`src/rtl/div16u_8_seq.sv`:
```
// Sequential unsigned 16/8 restoring divider with a valid/ready handshake.
// TRUNC low quotient bits are skipped for a shorter, approximate result.
module div16u_8_seq #(
  parameter int TRUNC = 0
) (
  input  logic        clk,
  input  logic        rst_n,
  input  logic        in_valid,
  output logic        in_ready,
  input  logic [15:0] N,
  input  logic [7:0]  D,
  output logic        out_valid,
  input  logic        out_ready,
  output logic [7:0]  Q,
  output logic [15:0] R,
  output logic        dz,
  output logic        ovf
);

  typedef enum logic [1:0] {S_IDLE, S_BUSY, S_DONE} state_t;

  localparam logic [2:0] LAST_BIT = 3'(TRUNC);

  state_t      r_state;
  logic [15:0] r_p;
  logic [7:0]  r_d;
  logic [7:0]  r_q;
  logic [2:0]  r_i;
  logic        r_in_ready;
  logic        r_out_valid;
  logic        r_dz;
  logic        r_ovf;

  logic [15:0] w_dsh;
  logic        w_ge;
  logic [15:0] w_diff;

  // The caller guarantees N[15:8] < D on this path, so D<<i fits in 15 bits.
  assign w_dsh  = {8'd0, r_d} << r_i;
  assign w_ge   = (r_p >= w_dsh);
  assign w_diff = r_p - w_dsh;

  // NOTE: every register here uses <= so all updates see pre-edge values.
  always_ff @(posedge clk) begin
    if (!rst_n) begin
      r_state     <= S_IDLE;
      r_p         <= '0;
      r_d         <= '0;
      r_q         <= '0;
      r_i         <= '0;
      r_in_ready  <= 1'b1;
      r_out_valid <= 1'b0;
      r_dz        <= 1'b0;
      r_ovf       <= 1'b0;
    end else begin
      unique case (r_state)
        S_IDLE: begin
          if (in_valid && r_in_ready) begin
            r_d        <= D;
            r_p        <= N;
            r_in_ready <= 1'b0;
            if (D == 8'd0) begin
              r_state     <= S_DONE;
              r_q         <= 8'hFF;
              r_dz        <= 1'b1;
              r_ovf       <= 1'b0;
              r_out_valid <= 1'b1;
            end else if (N[15:8] >= D) begin
              r_state     <= S_DONE;
              r_q         <= 8'hFF;
              r_dz        <= 1'b0;
              r_ovf       <= 1'b1;
              r_out_valid <= 1'b1;
            end else begin
              r_state <= S_BUSY;
              r_q     <= '0;
              r_i     <= 3'd7;
              r_dz    <= 1'b0;
              r_ovf   <= 1'b0;
            end
          end
        end

        S_BUSY: begin
          r_q[r_i] <= w_ge;
          if (w_ge) r_p <= w_diff;
          r_i <= r_i - 3'd1;
          if (r_i == LAST_BIT) begin
            r_state     <= S_DONE;
            r_out_valid <= 1'b1;
          end
        end

        S_DONE: begin
          if (out_ready) begin
            r_state     <= S_IDLE;
            r_out_valid <= 1'b0;
            r_in_ready  <= 1'b1;
          end
        end

        default: begin
          r_state     <= S_IDLE;
          r_in_ready  <= 1'b1;
          r_out_valid <= 1'b0;
        end
      endcase
    end
  end

  assign in_ready  = r_in_ready;
  assign out_valid = r_out_valid;
  assign Q         = r_q;
  assign R         = r_p;
  assign dz        = r_dz;
  assign ovf       = r_ovf;

endmodule

```
`config.mk`:
```
export PLATFORM = sky130hd
export DESIGN_NAME = div16u_8_seq
export DESIGN_NICKNAME = d
export VERILOG_FILES = /design/src/rtl/div16u_8_seq.sv
export SDC_FILE = /design/constraint.sdc
export NUM_CORES = 1
export LEC_CHECK = 0
export CAP_MARGIN = 5
export CORE_MARGIN = 2
export CORE_UTILIZATION = 44
export CTS_CLUSTER_SIZE = 28
export DETAILED_ROUTE_END_ITERATION = 10
export GPL_ROUTABILITY_DRIVEN = 0
export PLACE_DENSITY_LB_ADDON = 0.05
export SYNTH_ARGS = -nofsm -noshare
export SYNTH_HDL_FRONTEND = slang
export SYNTH_SLANG_ARGS = --single-unit
```
`constraint.sdc`:
```
create_clock -name clk -period 4.7 [get_ports clk]
set_input_delay 0.47 -clock clk [delete_from_list [all_inputs] [get_ports clk]]
set_output_delay 0.47 -clock clk [all_outputs]
set_load 0.02 [all_outputs]
```
Word level (Yosys, flattened, before mapping)
Index checks and enable logic that the tools add are counted.
- flip-flop bits (word level): 41
- add/sub/neg operators: 2
- magnitude comparators: 4
- equal/unequal tests: 9
- shifts and indexed selects: 1
- multiplexer cells: 32
- bitwise gates (word level): 1
- reductions and logical operators: 13
- operator list (kind ; count):
    two-way mux 16 bit ; 2
    one-hot mux 16 bit (2 select lines) ; 1
    two-way mux 8 bit ; 3
    greater-or-equal comparator 16 bit ; 1
    one-hot mux 8 bit (2 select lines) ; 1
    << shifter 8 x 3 -> 16 bit ; 1
    subtractor 16 bit ; 1
    != test 2 bit (second input constant) ; 6
    two-way mux 1 bit ; 11
    two-way mux 2 bit ; 5
    two-way mux 3 bit ; 3
    AND reduction 3 bit ; 3
    bitwise mux 8 bit ; 1
    greater-or-equal comparator 8 bit ; 1
    logical NOT 8 bit ; 1
    AND reduction 4 bit ; 2
    one-hot mux 1 bit (3 select lines) ; 2
    one-hot mux 2 bit (3 select lines) ; 1
    one-hot mux 3 bit (2 select lines) ; 1
    < comparator 3 x 4 -> 1 bit (second input constant) ; 1
    AND reduction 2 bit ; 2
    demux 1 bit (select 3 bit) ; 1
    greater-or-equal comparator 3 x 1 -> 1 bit (second input constant) ; 1
    logical NOT 3 bit ; 1
    8 further kinds ; 9

Logic depth before layout (Yosys ltp)
Gate-level depths: netlist of run 1.
- depth after elaboration: 6
- depth in mapped cells: 15

Worst setup path after synthesis of run 1
No wires, ideal clock.
- kind: register to register
- start point: reg r_i[0]
- end point: reg r_p[15], in the netlist R[15]
- data arrival time: 2964 ps
- setup slack: 1616 ps
- stages on the path, launching flop included: 12
- buffers on the path: 2
- period minus slack after synthesis: 3084 ps
- cell sequence: dfxtp_1 clkbuf_1 buf_1 mux2_2 nand3_1 ha_1 a21o_1 a211oi_2 and3_1 a21oi_2 and4b_1 a211o_1
- word-level cells in the longest chain between the ends: 4
- elaborated cells between the ends (all ways): 7
- those cells by class: add/sub (1); order compare (1); eq/ne (1); shift (1); mux (2); reduce/logical (1)
- RTL lines (element ; RTL line ; RTL):
    from (decl) ; 28 ; logic [2:0] r_i;
    from (signal assigned) ; 87 ; r_i <= r_i - 3'd1;
    << shifter 8 x 3 -> 16 bit * ; 39 ; assign w_dsh = {8'd0, r_d} << r_i;
    subtractor 16 bit or greater-or-equal comparator 16 bit (tied branches) ; 41, 40 ;
    two-way mux 16 bit or != test 2 bit (tied branches) ; - ;
    one-hot mux 16 bit (2 select lines) or AND reduction 3 bit (tied branches) ; - ;
    to (signal assigned) ; 86 ; if (w_ge) r_p <= w_diff;
    to (decl) ; 25 ; logic [15:0] r_p;
Mark *: on every way between the ends. The rest lies on a longest branch, timed or not. The select of a mux whose other input is x is not followed.
A chain may end at the register's enable or synchronous reset.

Final worst setup path of run 1
- start point: reg r_i[1]
- end point: reg r_p[15], in the netlist R[15]
Same word-level chain as after synthesis.

==> results of run 1 <==
[final timing paths]
path | slack [ps] | to | cells after the start
max | 970 | R[15] | 11
min reg2reg | 460 | ovf | 2
max reg2reg | 970 | R[15] | 11
min | 460 | ovf | 2
[power groups by stage]
stage	Sequential, mW	Combinational, mW	Clock (mW)
after floorplan	0.585	1.10	0
after global placement	0.541	1.54	0
after detailed placement	0.542	1.54	0
after CTS	0.536	1.56	0.229
after global routing	0.552	1.75	0.244
final	0.536	1.56	0.221
[cell type report]
| cell class | count | area, sq um |
|---|---|---|
| Clock inverter | 1 | 5.00 |
| Sequential cell | 41 | 821 |
| Clock buffer | 5 | 68.8 |
| Multi-Input combinational cell | 332 | 2160 |
| Timing Repair Buffer | 60 | 588 |
| Inverter | 16 | 60.1 |
| Tap cell | 96 | 120 |
| Fill cell | 664 | 3050 |
[logic make-up after synthesis]
kind of cell | Yosys count | synth area share, %
AOI/OAI and AO/OA | 141 | 29.7
xor gates and xnor gates | 10 | 2.77
adders and majority gates | 26 | 10.5
buffers and inverters | 43 | 5.62
DFF | 41 | 26.0
muxes | 13 | 4.20
and+or+nand+nor | 142 | 21.2
[critical path: stages (launching register included)]
cell and delay, ps:
sky130_fd_sc_hd__dfxtp_1 740, sky130_fd_sc_hd__mux2_2 420, sky130_fd_sc_hd__o21ai_0 290, sky130_fd_sc_hd__a2bb2oi_1 250, sky130_fd_sc_hd__ha_1 350, sky130_fd_sc_hd__a21o_1 210, sky130_fd_sc_hd__a31oi_1 280, sky130_fd_sc_hd__and3_1 220
sky130_fd_sc_hd__a21oi_2 100, sky130_fd_sc_hd__buf_4 240, sky130_fd_sc_hd__and4b_1 230, sky130_fd_sc_hd__a211o_1 290
[cells in the mapped netlist (2+ instances only)]
cell type / n / area (sq um)
sky130_fd_sc_hd__a211oi_1: 3 / 22.5
sky130_fd_sc_hd__nand2b_1: 8 / 50.1
sky130_fd_sc_hd__a211o_1: 2 / 17.5
sky130_fd_sc_hd__ha_1: 25 / 313
sky130_fd_sc_hd__a21oi_1: 29 / 145
sky130_fd_sc_hd__nand3_1: 10 / 50.1
sky130_fd_sc_hd__a32oi_1: 2 / 17.5
sky130_fd_sc_hd__a31oi_1: 5 / 31.3
sky130_fd_sc_hd__o211a_1: 7 / 70.1
sky130_fd_sc_hd__and2_1: 2 / 12.5
sky130_fd_sc_hd__or3_1: 3 / 18.8
sky130_fd_sc_hd__o21bai_1: 2 / 15.0
sky130_fd_sc_hd__mux2i_1: 11 / 110
sky130_fd_sc_hd__nand2_1: 67 / 251
sky130_fd_sc_hd__o22a_1: 3 / 26.3
sky130_fd_sc_hd__a41oi_1: 2 / 17.5
sky130_fd_sc_hd__dfxtp_1: 41 / 821
sky130_fd_sc_hd__o211ai_1: 8 / 60.1
sky130_fd_sc_hd__nor2b_1: 4 / 25.0
sky130_fd_sc_hd__xor2_1: 5 / 43.8
sky130_fd_sc_hd__nor4_1: 5 / 31.3
sky130_fd_sc_hd__a21o_1: 6 / 45.0
sky130_fd_sc_hd__nor2_1: 20 / 75.1
sky130_fd_sc_hd__nand4_1: 9 / 56.3
sky130_fd_sc_hd__xnor2_1: 5 / 43.8
sky130_fd_sc_hd__nor3_1: 6 / 30.0
sky130_fd_sc_hd__o22ai_1: 2 / 12.5
sky130_fd_sc_hd__a21boi_0: 10 / 75.1
sky130_fd_sc_hd__clkbuf_1: 21 / 78.8
sky130_fd_sc_hd__o311a_1: 2 / 20.0
sky130_fd_sc_hd__o21ai_0: 36 / 180
sky130_fd_sc_hd__o31ai_1: 7 / 52.6
sky130_fd_sc_hd__buf_1: 3 / 11.3
sky130_fd_sc_hd__mux2_2: 2 / 22.5
sky130_fd_sc_hd__nand4b_1: 2 / 17.5
sky130_fd_sc_hd__buf_6: 2 / 22.5
sky130_fd_sc_hd__inv_1: 15 / 56.3
sky130_fd_sc_hd__o21a_1: 2 / 15.0
[through the flow]
step / cells / hold WS (ps)
2_1_floorplan: 416 / 452
3_3_place_gp: 545 / 450
3_5_place_dp: 545 / 456
4_1_cts: 551 / 467
5_1_grt: 551 / 509
6_report: 551 / 464
[layer usage]
layer	part of all wire (%)	vias to the layer above
li1	-	1606
met1	45	1431
met2	46	86
met3	5.3	21
met4	3.0	0
met5	0	-
[registers in the layout, summed over array words and instances (netlist names)]
signal / count
R: 16
Q: 8
r_d: 8
r_i: 3
r_state: 2
dz: 1
in_ready: 1
out_valid: 1
ovf: 1
[layout by cell type (no fill, tap or decap), types with 10 or more instances in the layout]
cell type	instances
sky130_fd_sc_hd__nand3_1	10
sky130_fd_sc_hd__inv_1	15
sky130_fd_sc_hd__dfxtp_1	41
sky130_fd_sc_hd__a21boi_0	10
sky130_fd_sc_hd__mux2i_1	11
sky130_fd_sc_hd__a21oi_1	29
sky130_fd_sc_hd__ha_1	25
sky130_fd_sc_hd__o21ai_0	36
sky130_fd_sc_hd__clkdlybuf4s50_1	55
sky130_fd_sc_hd__nand2_1	67
sky130_fd_sc_hd__nor2_1	20
==> run summary, run 1 <==
The flow ran to the end, and the final reports show no timing, DRC or antenna violations. The tools report the kind of capture point of the worst setup path as a register. Clock skew on the completed layout was measured at 5.83 ps. In the final layout, the share of cells above drive strength 1 is 3.96%.

For the final count of hold timing violations, the log shows 0. The iteration count of the initial detailed-routing pass came out at 4. The kind of start point of the critical path is a register.

Of the available clock period, the critical path in the final layout requires 79.3%. The count of buffers inserted at the top-level ports was 55; the post-synthesis instance area was 3160 sq um. Yosys mapped a number of flops with a built-in enable equal to 0.

The post-synthesis area per instance is 7.59 sq um, and the internal portion of total power is 1.20 mW. The logs give 300 ps for the latest clock arrival within the worst-skew pair and 30 for the placement row count. Global routing consumed, on the met1 layer, 31.6% of the routing resources. In the final design database the tool counted 510 nets.

The count of instances resized after the clock tree is built is 0. The die covers 7870 sq um. Summing over every cut layer, the via total after detailed routing is 3144. The logs give 0 for the synthesis warning total and 5 for the number of clock buffers inserted by TritonCTS. The count of pins on the block boundary came out at 56.

TritonCTS built the clock tree. The required time of the critical path is 4890 ps. Among all flip-flop cells after synthesis, the most frequent one is sky130_fd_sc_hd__dfxtp_1.

The tools report the number of global-route vias before repair as 2917. The worst vdd rail ir drop came out at 0.316 mV. The logs give 41 for the clock sink count and 55.7% for the share of the core filled with cells in the final layout. The die is 88.7 um tall.

The initial standard-cell utilization of the core was 46.0%. In this run the remaining antenna-violating nets after routing total 0. In the post-route analysis, the smallest setup slack over all paths is 972 ps.

The smallest clock period supported by the final layout is computed as 3730 ps. Detailed placement finished with a half-perimeter wire length of 6.54 mm. From left edge to right edge, the die measures 88.7 um. The run gives 23.0% as the global-route usage over all layers. The number of register bits inferred by synthesis came out at 41.

For this design the total switching power over the nets is 1.12 mW. Summing internal, switching and leakage power gives 2.32 mW. At the pin with the least slew margin, the transition time is 742 ps. Fraction of power consumed by combinational cells: 67.3%.

The longest clock path from root to sink contains 2 buffers. Buffers added to address setup during post-CTS repair amount to 0. Clock-pin slew was measured on the worst setup and hold paths at 80 ps. In this run the worst path has a maximum fanout of 25. The launch point of the worst reg-to-reg path is r_i[1]. The post-cts hold buffer count was 0; the final non-filler cell area was 3820 sq um. The total congestion overflow is 0, and the number of max-cap violations is 0. OpenSTA, run right after detailed placement, puts the worst setup slack at 1020 ps. In the routed design, unresolved DRC markers number 0. The repair_antennas step left the layout with diodes totalling 0. The standard cell area after detailed placement was 3750 sq um. Counting distinct cell types in the post-synthesis netlist gives 60. The worst slew margin relative to its limit came out at 50.4%. In this run the static leakage power is 1.57 nW. In this run the most critical hold path is launched from ovf. The average wire per standard cell is 15.6 um, and the wire length of the first global-routing pass is 14.2 mm. In this run, the number of DRC markers left after iteration 0 of detailed routing was 201. Of the total power, the share spent switching nets is 48.3%.

The run gives 0 as the number of antenna violations at the first check in global routing. From synthesis to final layout, the design area changed by 21.0%. For this run, global-route usage on met3 was measured as 3.54%. Number of pins with negative max-slew slack in the final report: 0.

The share of flip-flops with an asynchronous set or reset was 0%. Tracing the worst setup path back leads to its startpoint at r_i[1]. The part of the Yosys area used for sequential elements is 26.0%. The tools report the sequential cell fraction of total power as 23.1%. In this run the worst hold path is classified as register to register. In this run the most used layer during global routing was met2. Entering global routing, the biggest net connects 30 pins. The vias per cell is 5.71. Wires add up to 8.61 mm. The H-tree was split into 2 levels. For the worst setup path, the data arrival time is 3920 ps.

Setup repair after global routing left no endpoint under its margin. The worst setup path is of the register to register kind. The number of instances in the synthesized netlist is 416.

For this run, the top clock speed supported by timing is 268 MHz. Sum of negative setup slack: 0 ps. The number of nets produced by synthesis came out at 470. Area inside the core boundary: 6870 sq um. The clock network is responsible for 9.6% of the overall power. The clock tree root driver cell was sky130_fd_sc_hd__clkbuf_8.

In this run the power density over the cells is 606 nW/um^2. Setup violations remaining at the end of the flow were counted as 0. For met2 alone, demand over resource in global routing was 36.6%.
Power figures use the tool's default switching activity.
==> run 2: changes to the inputs <==
clock period = 3.8 ns   (was 4.7 ns; I/O delays follow)
==> run 2 against run 1 <==
Net effect:
- utilization rose by 0.55 points
- fmax is 9.2% higher
- worst hold slack better by 11 ps
- sequential power is 24% higher
- clock skew up 6.3 ps
- die area did not move
- non-clock buffer count is 3 higher
- highest routed layer unchanged
- total power increased by 26%
==> run summary, run 2 (synthesis results as in run 1) <==
The die covers 7870 sq um. For this design the static power due to leakage is 1.60 nW. In this run the most critical hold path is launched from ovf. Dividing the detail-routed via count by the number of cells gives 5.79.

The fraction of the cycle the final worst path needs is 89.8%, and the initial standard-cell utilization of the core is 46.0%. In this run, post-CTS hold repair placed 0 buffers. The tools report the standard cell area after detailed placement as 3770 sq um.

STA classifies the critical path endpoint as a register. The number of antenna violations at the first check in global routing was 0; the worst vdd rail ir drop was 0.474 mV. Combined flip-flop and latch cell area: 822 sq um.

The number of cells on the worst reg-to-reg path is 12. Entering global routing, the biggest net connects 30 pins. The launch point of the worst reg-to-reg path is r_i[0].

Number of setup buffers added after CTS: 0. For the number of diodes, the log shows 0. The worst hold path terminates at ovf. The placement row count was 30; the number of global-route vias before repair was 2988.

In this run the horizontal extent of the chip is 88.7 um. In this design, the stage delay of the slowest critical-path cell is 500 ps. The tools report the area inside the core boundary as 6870 sq um.

The floorplan step set the die height to 88.7 um. The first detailed-routing pass ran for 4 iterations. The slew at the pin closest to its max-slew limit was 764 ps. Top fanout value on the critical path: 17. Worst setup skew after layout: 12.2 ps. Setup repair after global routing left no endpoint under its margin.

TritonCTS built the clock tree. The clock period minus worst slack was 3410 ps. The count of pins on the block boundary is 56, and the final non-filler cell area is 3860 sq um. For this run, the total global-route usage over all layers was measured as 23.7%.

Clock-pin slew was measured on the worst setup and hold paths at 90 ps. The count of buffers inserted at the top-level ports works out to 55. The tools report the highest attainable clock frequency as 293 MHz. Number of buffer and inverter instances along the worst setup path: 2. The flow ran to the end, and the final reports show no timing, DRC or antenna violations.

The detailed router finished its first iteration with 155 violations. For the share of the core filled with cells in the final layout, the log shows 56.2%. Traced cell by cell, the critical path runs through inv_2 > nand2_1 > nor3_1 > ha_1 > inv_1 > fa_1 > a211oi_2 > o22ai_1 > a22oi_1 > a21oi_2 > and4b_1 > a211o_1. Detailed placement ended at an HPWL of 6.71 mm. The post-route netlist has 5.22% of its cells at a drive strength greater than 1.

The power per cell area is 757 nW/um^2. STA classifies the critical path startpoint as a register. The number of flip-flops under the largest register name is 16, and the count of instances resized after the clock tree is built is 0. The number of clock buffers added by TritonCTS is 5.

The number of pins with negative max-slew slack in the final report came out at 0. Maximum level of the CTS H-tree: 2. The type of the worst setup path was register to register. The final layout contains routed wiring with a total length of 8.84 mm.

The latest clock arrival within the worst-skew pair was 300 ps. The master of the slowest instance on the critical path was sky130_fd_sc_hd__dfxtp_1. Counting every sink on the clock net gives 41. In this run the tightest slew margin relative to its limit is 48.9%.

The hold-critical path depth was 2. In this run the deepest clock path goes through 2 buffers. Classification of the worst-slack hold path: register to register. The average wire per standard cell is 15.9 um. In the layout the commonest cells are 67 x sky130_fd_sc_hd__nand2_1, 55 x sky130_fd_sc_hd__clkdlybuf4s50_1, 40 x sky130_fd_sc_hd__dfxtp_1.

Max-cap violations in this run came to 0. Setup violations remaining at the end of the flow were counted as 0. The run gives 0 as the post-detailed-route count of antenna-violating nets.

For this run, the post-layout net count is 513. The run gives 0 as the number of DRC violations after detailed routing. At the worst endpoint, the arrival time is 3600 ps.

The tools report the count of vias placed by the detailed router as 3222. The library cell used most frequently in the layout, excluding fill and tap cells, is sky130_fd_sc_hd__nand2_1. At the worst endpoint, the required time is 3990 ps.

The footprint of the multi-input gates is 2170 sq um, and the final count of hold timing violations is 0. OpenSTA, run right after detailed placement, puts the worst setup slack at 257 ps. After global routing the overflow that remains totals 0. The tree is rooted in a sky130_fd_sc_hd__clkbuf_8. Capturing point of the worst reg2reg path: R[15]. In this run the register-to-register setup slack is 390 ps. Setup slack closes at 387 ps.

The largest delay contributor family on the critical path is compound AO/OA/AOI/OAI gates. The layout has 703 filler cells. Adding up every negative setup slack in the final design gives 0 ps. The first global-routing pass estimated 14.7 mm of wire.

The growth of design area from synthesis to finish is 22.2%.
==> run 2: worst max-delay path by stage <==
stage / start / end / slack, ps / cells after the start
6_report: r_i[0] / R[15] / 390 / 12
5_1_grt: r_i[0] / R[6] / 50 / 13
4_1_cts: r_i[0] / R[15] / 240 / 12
3_5_place_dp: r_i[0] / R[15] / 260 / 12
3_3_place_gp: r_i[0] / R[14] / 290 / 12
2_1_floorplan: r_i[0] / R[15] / 720 / 11
==> run 2: layout make-up <==
cell class                 count  share of cell area [%]
clock buffer                   6                    1.88
multi-input combinational    332                    56.1
timing repair buffer          63                    15.8
tap                           96                    3.11
inverter                      16                    1.56
clock inverter                 2                   0.259
sequential                    41                    21.3
==> run 2: metal layers <==
| layer | up-vias | track usage (%) | part of all wire (%) |
|---|---|---|---|
| met5 | - | 0 | 0 |
| met4 | 0 | 10.5 | 4.3 |
| met3 | 26 | 3.64 | 4.4 |
| met2 | 103 | 38.7 | 46 |
| met1 | 1472 | 30.9 | 46 |
| li1 | 1621 | - | - |
==> run 2: worst min-delay path, cell delays in order (launching register included) <==
cell and delay (ps):
sky130_fd_sc_hd__dfxtp_1 320, sky130_fd_sc_hd__nand2_1 50, sky130_fd_sc_hd__a21boi_0 60
==> run 2: through the flow <==
stage          total power, mW  hold WS, ps  cells
6_report                  2.92          475    556
3_3_place_gp              2.60          451    548
4_1_cts                   2.90          480    556
5_1_grt                   3.18          521    556
3_5_place_dp              2.60          469    548
2_1_floorplan             2.08          452    416
==> run 2: power breakdown <==
part / internal [mW] / leakage (nW) / switching [mW]
sequential: 0.538 / 0.338 / 0.128
combinational: 0.837 / 1.21 / 1.13
clock: 0.128 / 0.0450 / 0.160
==> run 3: changes to the inputs <==
PLACE_DENSITY_LB_ADDON = 0.08   (was 0.05)
==> run 3 against run 2 <==
Net effect:
- global-route usage rose by 0.29 points
- register-to-register slack improved by 80 ps
- sequential cell count did not move
- die area did not move
- combinational power barely moved
- final cell count fell by 0.36%
- critical path depth fell by 2
- design area rose by 0.52%
- worst setup slack improved by 80 ps
- utilization rose by 0.29 points
- non-clock buffer count fell by 2
- critical endpoint is now R[10]
==> run summary, run 3 (synthesis results as in run 1) <==
Derived from the worst setup path, the maximum achievable clock frequency is 300 MHz. After clock tree synthesis, the flow added hold-fix buffers numbering 0. After global routing the overflow that remains totals 0. Final count of hold timing violations: 0.

The path class of the tightest hold or removal check is register to register. Pin placement for this block handled 56 I/O pins. The flow ran to the end, and the final reports show no timing, DRC or antenna violations. The worst slew margin relative to its limit was 24.9%. Final layout net count: 511. The global routing met2 resource utilization came out at 39.5%. The first global-routing pass estimated 14.9 mm of wire. The tools report the placement row count as 30. After floorplanning, the core was sized to cover 6870 sq um. The half-perimeter wire length after placement was 6.52 mm. Dividing the final minimum period by the clock period gives 87.7%. For the worst-case hold slack, the log shows 488 ps.

0 antenna diodes ended up in the layout. After the first detailed-routing iteration, the DRC count stood at 183. In the layout the commonest cells are 67 x sky130_fd_sc_hd__nand2_1, 55 x sky130_fd_sc_hd__clkdlybuf4s50_1, 39 x sky130_fd_sc_hd__dfxtp_1. The logs give 5.19 ps for the worst setup skew after layout and 31.4% for the met1 global-route usage. For the leakage power of the design, the log shows 1.60 nW.

In this run the horizontal extent of the chip is 88.7 um. The clock period minus worst slack came out at 3330 ps. In the final routed layout, each cell accounts on average for 16.0 um. Clock-pin slew was measured on the worst setup and hold paths at 80 ps. In this run the worst path has a maximum fanout of 21. The finished layout holds 554 standard cells, fillers aside. The number of antenna violations at the first check in global routing came out at 0. The tools report the post-placement setup slack as 247 ps. The tools report the clock tree root driver cell as sky130_fd_sc_hd__clkbuf_8.

The worst setup path is captured at a register. Dividing the detail-routed via count by the number of cells gives 5.77. The count of instances resized after the clock tree is built came out at 0.

The die covers 7870 sq um. The slew at the pin closest to its max-slew limit was 1130 ps. Once the floorplan was initialized, standard cells occupied 46.0% of the core. The critical path in this run is classified as register to register.

TritonCTS built the clock tree. Count of endpoints failing setup in the final report: 0. The layer flagged by global routing as most heavily used is met2.

At the later pin of the worst-skew pair, clock insertion delay measures 290 ps. Setup repair after global routing left no endpoint under its margin. Power spread over the standard cell area amounts to 776 nW/um^2.

The growth of design area from synthesis to finish is 22.9%. The share of the core filled with cells in the final layout was 56.5%. For this run, design rule violations remaining after detail routing come to 0. Global routing used 24.0% of the available tracks.

After detailed placement, the design holds a cell count of 546. The logs give 41 for the clock sink count and 0 for the number of max-cap violations. In this run, CTS created clock tree buffers numbering 5.

The most frequent standard cell in the layout excluding fill and tap cells is sky130_fd_sc_hd__nand2_1. The data arrival at the endpoint of the critical path is 3510 ps, and the iteration count of the initial detailed-routing pass is 5. The kind of start point of the critical path was a register. Port buffering added 55 buffers. Entering global routing, the biggest net connects 30 pins.

The tools report the final routed wirelength across all metal layers as 8.89 mm. The worst vdd rail ir drop came out at 0.432 mV. The tools report the maximum level of the CTS H-tree as 2. Once routing completed, OpenROAD measured the worst setup slack at 467 ps. The register with the most flip-flops in the layout has 16 of them. The maximum count of clock buffers along a single path was 2; the number of filler instances in the final layout was 686. The number of pins with negative max-slew slack in the final report was 0. The logs give 3980 ps for the required time of the critical path and 3198 for the count of vias placed by the detailed router. The ratio of cells with drive above 1 in the final layout came out at 5.02%. After routing, the total negative slack on setup checks comes to 0 ps. Number of setup buffers added after CTS: 0. For the number of global-route vias before repair, the log shows 3057. The count of nets left with antenna violations once routing finished came out at 0. In the global route stage, met3 resource usage came out at 3.64%. Chip height: 88.7 um.
==> run 3: layout make-up <==
type / instances / area (sq um) / area share (%)
multi-input cells: 332 / 2170 / 55.8
clock inverters: 1 / 30.0 / 0.774
well taps: 96 / 120 / 3.09
flip-flops and latches: 41 / 823 / 21.2
clock buffers: 7 / 86.3 / 2.22
repair buffers: 61 / 596 / 15.3
inverters: 16 / 60.1 / 1.55
==> run 3: path summary, 6_finish.rpt <==
check	end	slack, ps	depth (start not counted)	from
max reg2reg	R[10]	470	10	r_i[2]
min	ovf	490	2	ovf
min reg2reg	ovf	490	2	ovf
max	R[10]	470	10	r_i[2]
==> run 3: critical path: stages (launching register included) <==
cell and delay [ps]:
sky130_fd_sc_hd__dfxtp_1 770, sky130_fd_sc_hd__inv_1 330, sky130_fd_sc_hd__mux2i_1 190, sky130_fd_sc_hd__ha_1 370
sky130_fd_sc_hd__a2111oi_0 420, sky130_fd_sc_hd__o21ai_0 210, sky130_fd_sc_hd__a41oi_1 430, sky130_fd_sc_hd__xor2_1 200
sky130_fd_sc_hd__nor2_1 60, sky130_fd_sc_hd__a21oi_1 150, sky130_fd_sc_hd__a21oi_1 90
==> run 3: power by group <==
part,switching (mW),total [mW],leakage [nW],internal (mW)
clock network,0.160,0.375,0.0585,0.215
logic,1.13,1.97,1.20,0.836
registers,0.131,0.669,0.338,0.539
total,1.42,3.01,1.60,1.59
==> run 3: per-stage QoR <==
step                total power, mW  area, sq um
floorplan                      2.08         3160
global placement               2.60         3760
detailed placement             2.60         3760
CTS                            2.99         3870
global route                   3.29         3880
finish                         3.01         3880
==> run 3: per-layer routing <==
layer / share of wire [%] / routed length [um]
met2: 47 / 4140
met4: 3.4 / 299
met1: 46 / 4130
met5: 0 / 0
met3: 3.6 / 319
